### src/rtl/fifo_word_packer.sv
// fifo_word_packer: read-domain consumer of the async FIFO. Pops WIDTH-bit
// entries and packs LANES of them little-endian into one word, which is
// presented downstream with a valid/ready handshake.
// Optional partial-word flush after FLUSH_CYCLES idle cycles: define PACK_FLUSH_EN.
module fifo_word_packer #(
    parameter int WIDTH        = 8,
    parameter int LANES        = 4,
    parameter int FLUSH_CYCLES = 16
) (
    input  logic                       rdclk,
    input  logic                       reset,
    input  logic                       empty,
    input  logic [WIDTH-1:0]           fifo_data,
    output logic                       re,
    output logic [WIDTH*LANES-1:0]     word_out,
    output logic                       word_valid,
    input  logic                       word_ready,
    output logic [$clog2(LANES):0]     word_bytes
);

    localparam int CW = $clog2(LANES) + 1;
    localparam logic [CW-1:0] LANES_C = CW'(LANES);

    if (LANES < 2 || FLUSH_CYCLES < 1) begin : g_param_check
        $error("fifo_word_packer: LANES must be >= 2 and FLUSH_CYCLES >= 1");
    end

    typedef enum logic {
        FILL = 1'b0,
        HOLD = 1'b1
    } state_t;

    state_t                 state_q, state_d;
    logic [CW-1:0]          cnt_q, cnt_d;
    logic [CW-1:0]          commit;
    logic                   pend_q, pend_d;
    logic [WIDTH*LANES-1:0] asm_q, asm_d, asm_cap;
    logic [WIDTH*LANES-1:0] word_out_q, word_out_d;
    logic [CW-1:0]          word_bytes_q, word_bytes_d;
    logic                   word_valid_q, word_valid_d;
    logic                   out_free;
    logic                   flush;
    logic                   re_c;

`ifdef PACK_FLUSH_EN
    localparam int IW = $clog2(FLUSH_CYCLES + 1);
    localparam logic [IW-1:0] FLUSH_C = IW'(FLUSH_CYCLES);

    logic [IW-1:0] idle_q, idle_d;

    // Idle timer for a partially filled word; saturates at FLUSH_CYCLES.
    always_comb begin
        flush = (state_q == FILL) && !pend_q && (cnt_q != '0) &&
                (cnt_q < LANES_C) && (idle_q == FLUSH_C) &&
                (!word_valid_q || word_ready);
        idle_d = idle_q;
        if (pend_q || (cnt_q == '0) || flush) begin
            idle_d = '0;
        end else if (empty && (state_q == FILL) && (cnt_q < LANES_C) &&
                     (idle_q != FLUSH_C)) begin
            idle_d = idle_q + 1'b1;
        end
    end

    // Idle timer register.
    always_ff @(posedge rdclk or posedge reset) begin
        if (reset) begin
            idle_q <= '0;
        end else begin
            idle_q <= idle_d;
        end
    end
`else
    // Partial words wait indefinitely for more data.
    always_comb begin
        flush = 1'b0;
    end
`endif

    // Capture, word completion, HOLD handling, output handshake and read issue.
    // A word completes in the cycle its last lane is captured, so the capture
    // and the transfer to the output register share that cycle; this keeps
    // reads back-to-back when the output register can take the word.
    always_comb begin
        commit   = cnt_q + CW'(pend_q);
        out_free = ~word_valid_q | word_ready;

        asm_cap = asm_q;
        if (pend_q) begin
            for (int unsigned i = 0; i < LANES; i++) begin
                if (cnt_q == CW'(i)) begin
                    asm_cap[i*WIDTH +: WIDTH] = fifo_data;
                end
            end
        end

        state_d      = state_q;
        cnt_d        = commit;
        asm_d        = asm_cap;
        word_valid_d = word_valid_q & ~word_ready;
        word_out_d   = word_out_q;
        word_bytes_d = word_bytes_q;
        re_c         = 1'b0;

        case (state_q)
            FILL: begin
                if (commit == LANES_C) begin
                    if (out_free) begin
                        word_out_d   = asm_cap;
                        word_bytes_d = LANES_C;
                        word_valid_d = 1'b1;
                        cnt_d        = '0;
                        asm_d        = '0;
                    end else begin
                        state_d = HOLD;
                    end
                end else if (flush) begin
                    word_out_d   = asm_q;
                    word_bytes_d = cnt_q;
                    word_valid_d = 1'b1;
                    cnt_d        = '0;
                    asm_d        = '0;
                end
                re_c = ~empty & ~flush &
                       ((commit < LANES_C) | ((commit == LANES_C) & out_free));
            end
            HOLD: begin
                if (word_valid_q && word_ready) begin
                    word_out_d   = asm_q;
                    word_bytes_d = LANES_C;
                    word_valid_d = 1'b1;
                    cnt_d        = '0;
                    asm_d        = '0;
                    state_d      = FILL;
                end
            end
            default: begin
                state_d = FILL;
            end
        endcase

        pend_d = re_c;
    end

    // State, assembly and output registers.
    always_ff @(posedge rdclk or posedge reset) begin
        if (reset) begin
            state_q      <= FILL;
            cnt_q        <= '0;
            pend_q       <= 1'b0;
            asm_q        <= '0;
            word_out_q   <= '0;
            word_bytes_q <= '0;
            word_valid_q <= 1'b0;
        end else begin
            state_q      <= state_d;
            cnt_q        <= cnt_d;
            pend_q       <= pend_d;
            asm_q        <= asm_d;
            word_out_q   <= word_out_d;
            word_bytes_q <= word_bytes_d;
            word_valid_q <= word_valid_d;
        end
    end

    assign re         = re_c;
    assign word_out   = word_out_q;
    assign word_bytes = word_bytes_q;
    assign word_valid = word_valid_q;

endmodule

### config.mk
export PLATFORM = sky130hd
export DESIGN_NAME = fifo_word_packer
export DESIGN_NICKNAME = d
export VERILOG_FILES = /design/src/rtl/fifo_word_packer.sv
export SDC_FILE = /design/constraint.sdc
export NUM_CORES = 1
export LEC_CHECK = 0
export ABC_AREA = 1
export BUFFER_PORTS_ARGS = -buffer_cell sky130_fd_sc_hd__clkbuf_2
export CORE_MARGIN = 5
export CORE_UTILIZATION = 40
export DETAILED_ROUTE_END_ITERATION = 12
export HOLD_SLACK_MARGIN = 0.06
export PLACE_DENSITY_LB_ADDON = 0.3
export SYNTH_ARGS = -nofsm -noshare
export SYNTH_HDL_FRONTEND = slang
export SYNTH_SLANG_ARGS = --single-unit
### constraint.sdc
create_clock -name rdclk -period 5.4 [get_ports rdclk]
set_clock_uncertainty 0.05 [all_clocks]
set_input_delay 0.27 -clock rdclk [delete_from_list [all_inputs] [get_ports rdclk]]
set_output_delay 0.27 -clock rdclk [all_outputs]
set_load 0.05 [all_outputs]
==> flow_summary_export.csv, run 1 <==
group,metric,value,unit
status,status,"finished clean",
synthesis,syn_inst,502,
placed_design,placed_cell_area,3872,um^2
synthesis,ys_ff_latch,71,
power,vdd_ir_drop_max,0.0002532,V
final_layout,final_area,4046,um^2
clock_network,cts_tree,"done",
critical_path,worst_r2r_path_depth,8,
timing,relSlewSlack,39.73,%
synthesis,seq_area_frac_synth,48.90,%
final_layout,area.growth.synth_to_final,11.36,%
final_layout,nets,553,
worst_hold_path,min_path_type,"input pin to async pin",
timing,maxSlewViolCount,0,
critical_path,critical_path_class,"flip-flop to flip-flop",
final_layout,n_fill_cell,906,
synthesis,synth_area,3633,um^2
grt,antenna_found_initial,0,
floorplan,initial_utilization,41.26,%
synthesis,synth.avg_cell_area,7.238,um^2
placed_design,place_congestion,0.7447,
routing,drc,0,
placed_design,numPortBuffers,46,
power,p_leak,2.351,nW
clock_network,cts_buffers,9,
synthesis,yosysWarningCount,0,
routing,vias_per_cell,4.992,
power,powerDensity,658.5,nW/um^2
timing,hold_viol,0,
routing,num_vias,3245,
critical_path,path_max_fanout,41,
clock_network,cts_root_buffer,"clkbuf_8",
timing,worst_slew_pin_slew,0.9040,ns
timing,setup_viol,0,
grt,grt_pass1_wl,15190,um
routing,wl_per_cell,13.42,um
grt,first_global_vias,3167,
timing,min_period,2.984,ns
critical_path,crit_path_end_kind,"flip-flop",
routing,wirelength,8724,um
floorplan,rows,34,
floorplan,core,8806,um^2
final_layout,drive_above_1_share,12.73,%
floorplan,pin_count,49,
job,maxCapViolations,0,
clock_network,path_clk_slew,0.07,ns
critical_path,cp.arrival,3.22,ns
floorplan,die_area,11090,um^2
timing,tns,0,ns
placed_design,hpwl,5438,um
floorplan,dieWidth,105.3,um
critical_path,required,5.64,ns
critical_path,setup.worst_path.start_class,"flip-flop",
grt,grt_usage,16.84,%
final_layout,diodes,0,
timing,fmax,335.1,MHz
routing,postRouteAntennaNets,0,
clock_network,clock_sinks,71,
clock_network,htree_levels,3,
grt,grt.overflow.total,0,
routing,drt_iter0_drc,158,
clock_network,clock_path_buffers,2,
timing,rsz0062_at_grt,"no",
clock_network,post_cts_buffers,0,
synthesis,synthDistinctLibCells,22,
clock_network,insertion_delay,0.35,ns
floorplan,die_h,105.3,um
grt,grt_max_degree,72,
timing,fin_crit_sh,55.27,%
routing,drt-pass1-iter-count,4,
==> cell usage after synthesis <==
cell      number  area [um^2]
or2_1          1        6.260
buf_4          4        30.03
nand2_1      211        792.0
conb_1         1        3.750
nand4_4        1        21.27
nor2_1        34        127.6
nor3_1         1        5.000
buf_6          5        56.30
nand3_1       97        485.5
inv_2          1        3.750
nor2_2         3        18.77
ha_1           2        25.02
a21boi_0       1        7.510
inv_1         48        180.2
clkinv_1       1        3.750
nand2_2        1        6.260
buf_1          2        7.510
a21oi_1        1        5.000
buf_2          8        40.04
clkbuf_1       7        26.28
o21ai_0        1        5.000
dfrtp_1       71         1777
==> registers in the layout (all words and copies together) (netlist names) <==
name	flops
word_bytes	1
word_valid	1
pend_q	1
state_q	1
asm_q	32
cnt_q	3
word_out	32
==> cells in the final DEF (no fill, tap or decap), drive strengths merged, types with 2 or more instances in the layout <==
master,Yosys,routed
nand3,97,97
dfrtp,71,71
conb,1,2
inv,49,49
clkinv,1,2
nand2,212,212
clkbuf,7,59
buf,19,4
nor2,37,37
ha,2,2
==> critical path: stages (launching register included) <==
cell and delay (ns):
dfrtp_1 0.40, ha_1 0.21, ha_1 0.31, nor2_1 0.19
nand4_4 0.49, nand2_2 0.59, buf_4 0.47, nand2_1 0.11
nand2_1 0.07
==> where the power goes <==
part	leakage (nW)	switching, mW	internal (mW)	total [mW]
Sequential	0.908	0.116	0.753	0.869
Combinational	1.36	1.05	0.371	1.42
Clock	0.0854	0.189	0.187	0.376
==> repair_timing <==
item / 4_1_cts / 5_1_grt
gates resized for setup: 0 / 0
hold endpoints to repair: 1 / 0
hold buffers: 1 / 0
==> metrics by stage <==
| stage | instances | setup slack (ns) | hold WS [ns] | total power [mW] | utilization [%] |
|---|---|---|---|---|---|
| 4_1_cts | 650 | 2.380 | 0.1585 | 2.695 | 45.95 |
| 3_5_place_dp | 635 | 2.399 | 0.3899 | 2.310 | 43.98 |
| 6_report | 650 | 2.416 | 0.1325 | 2.665 | 45.95 |
| 2_1_floorplan | 503 | 2.883 | 0.4037 | 2.045 | - |
| 5_1_grt | 650 | 2.073 | 0.1921 | 2.917 | 45.95 |
| 3_3_place_gp | 635 | 2.484 | 0.4017 | 2.273 | 43.98 |
==> layer usage <==
metal | share of wire [%] | global-route usage [%] | wire, um
met1 | 45 | 21.37 | 3885
met2 | 48 | 27.87 | 4174
met3 | 6.4 | 5.379 | 561
met4 | 1.2 | 4.311 | 103
met5 | 0 | 0 | 0
==> final cells by class <==
class / instances / area, um^2 / area share (%)
well taps: 108 / 135.1 / 3.340
repair buffers: 51 / 270.3 / 6.679
flip-flops and latches: 71 / 1777 / 43.91
clock inverters: 1 / 5.005 / 0.1237
clock buffers: 13 / 158.9 / 3.927
multi-input cells: 356 / 1513 / 37.38
inverters: 50 / 187.7 / 4.638
==> cell families (layout without fill, tap and decap cells) <==
kind of cell / count (synthesis) / in the layout / synth area share, %
flops: 71 / 71 / 48.90
fa+ha+maj: 2 / 2 / 0.6886
compound gates: 3 / 3 / 0.4819
buf+inv: 76 / 115 / 9.573
simple gates: 349 / 349 / 40.26
other cells: 1 / 2 / 0.1032
==> final timing paths <==
path                               start       endpoint  slack [ns]
min in group rdclk            word_ready        state_q        0.18
hold / removal                     reset    word_out[5]        0.13
setup reg to reg                cnt_q[0]   word_out[30]        2.42
setup / recovery                cnt_q[0]   word_out[30]        2.42
max in group asynchronous          reset   word_out[15]        4.59
hold reg to reg            word_bytes[2]  word_bytes[2]        0.42
Note: power is estimated with default switching activity, not from simulation.
==> inputs of run 2 (changes only) <==
Clock period 5.4 ns to 2.7 ns, I/O delays scaled along.
==> flow_summary_export.csv, run 2 (synthesized netlist as in run 1, its figures left out) <==
group,metric,value,unit
clock_network,ctsResizeCount,0,
final_layout,instances_no_fill,659,
placed_design,hpwl,5696,um
worst_hold_path,min_path_type,"input pin to flip-flop",
power,p_leak,2.406,nW
clock_network,clock_path_buffers,2,
placed_design,placed_cells,641,
final_layout,nets,561,
timing,fmax,409.6,MHz
floorplan,core,8806,um^2
grt,antenna_found_initial,0,
final_layout,mostFrequentLayoutCells,"nand2_1, nand3_1, dfrtp_1, inv_1, clkbuf_2",
timing,relSlewSlack,55.47,%
timing,rsz0062_at_grt,"no",
critical_path,required,2.52,ns
critical_path,reg2reg_slack,0.59,ns
timing,fin_crit_sh,90.42,%
routing,drt-pass1-iter-count,4,
timing,setup_ws,0.2587,ns
clock_network,cts_root_buffer,"clkbuf_8",
timing,setup_viol,0,
final_layout,final_common_cell,"nand2_1",
power,vdd_ir_drop_max,0.0005074,V
final_layout,utilization,47.13,%
timing,worst_slew_pin_slew,0.6670,ns
floorplan,die_h,105.3,um
routing,dr_wl_met3,487,um
placed_design,dp_slack,0.5787,ns
timing,hold_viol,0,
routing,top_layer,"met4",
clock_network,path_clk_slew,0.07,ns
grt,grt_pass1_wl,15130,um
power,powerDensity,1314,nW/um^2
critical_path,cp.arrival,2.26,ns
routing,vias_per_cell,4.832,
routing,wirelength,8596,um
critical_path,crit_path_end_kind,"primary output",
final_layout,diodes,0,
placed_design,place_congestion,0.7489,
floorplan,pin_count,49,
floorplan,die_area,11090,um^2
grt,first_global_vias,3104,
routing,drc,0,
critical_path,path_max_fanout,16,
timing,tns,0,ns
floorplan,rows,34,
routing,num_vias,3184,
routing,wl_met1,3994,um
floorplan,dieWidth,105.3,um
timing,maxSlewViolCount,0,
clock_network,htree_levels,3,
final_layout,area.growth.synth_to_final,14.22,%
status,status,"finished clean",
final_layout,drive_above_1_share,13.97,%
routing,drt_iter0_drc,194,
routing,wl_per_cell,13.04,um
clock_network,cts_buffers,9,
critical_path,setup.worst_path.start_class,"flip-flop",
placed_design,numPortBuffers,46,
grt,grt_max_degree,67,
clock_network,clock_sinks,71,
floorplan,initial_utilization,41.26,%
routing,wl_met2,3999,um
clock_network,insertion_delay,0.34,ns
clock_network,cts_tree,"done",
job,maxCapViolations,0,
grt,grt.overflow.total,0,
grt,grt_usage,16.53,%
timing,min_period,2.441,ns
routing,postRouteAntennaNets,0,
critical_path,critical_path_class,"flip-flop to primary output",
-- run 2: changes by cell type in the layout (fill, tap and decap cells not counted), sizes merged --
cell and delta:
dlygate4sd3 +2, bufinv +1, clkbuf -3, clkinv +3, buf +6
-- run 2: final cells by class --
class                      count  area [um^2]
multi-input combinational    356         1513
fill                         890         4656
tap                          108        135.1
clock inverter                 5        50.05
clock buffer                  10        127.6
inverter                      50        187.7
sequential                    71         1777
timing repair buffer          59        360.3
-- run 2: routing by layer --
metal | track usage, % | up-vias
li1 | - | 1637
met1 | 22.19 | 1458
met2 | 26.14 | 79
met3 | 3.790 | 10
met4 | 6.092 | 0
met5 | 0 | -
-- run 2: per-stage QoR --
stage          hold WS, ns  area [um^2]  power [mW]
2_1_floorplan       0.2687         3637       4.090
3_3_place_gp        0.2018         3943       4.621
5_1_grt             0.2275         4150       5.959
3_5_place_dp        0.2065         3943       4.692
6_report            0.2121         4150       5.454
4_1_cts             0.2011         4150       5.518
-- run 2: final timing paths --
path,from,endpoint,depth (start not counted)
max in group asynchronous,reset,word_valid,4
hold reg to reg,word_bytes[2],word_bytes[2],1
hold / removal,fifo_data[0],asm_q[16],5
min in group asynchronous,reset,word_out[4],3
setup reg to reg,cnt_q[0],word_out[3],8
setup / recovery,cnt_q[0],re,6
-- run 2: critical path: stages (launching register included) --
cell and delay (ns):
dfrtp_1 0.41, ha_1 0.20, ha_1 0.30, nor2_1 0.19, nand4_4 0.26, a21oi_1 0.24, clkbuf_2 0.31
-- run 2: power by group --
group	leakage, nW	internal (mW)	switching (mW)	total (mW)
Sequential	0.908	1.51	0.244	1.75
Combinational	1.40	0.816	2.09	2.90
Clock	0.0957	0.416	0.387	0.803
Total	2.41	2.74	2.72	5.45
-- run 2: timing repair --
item	in CTS	in global routing
hold buffers	3	0
setup endpoints to repair	0	0
endpoints found under the hold margin	32	0
setup buffers	0	0
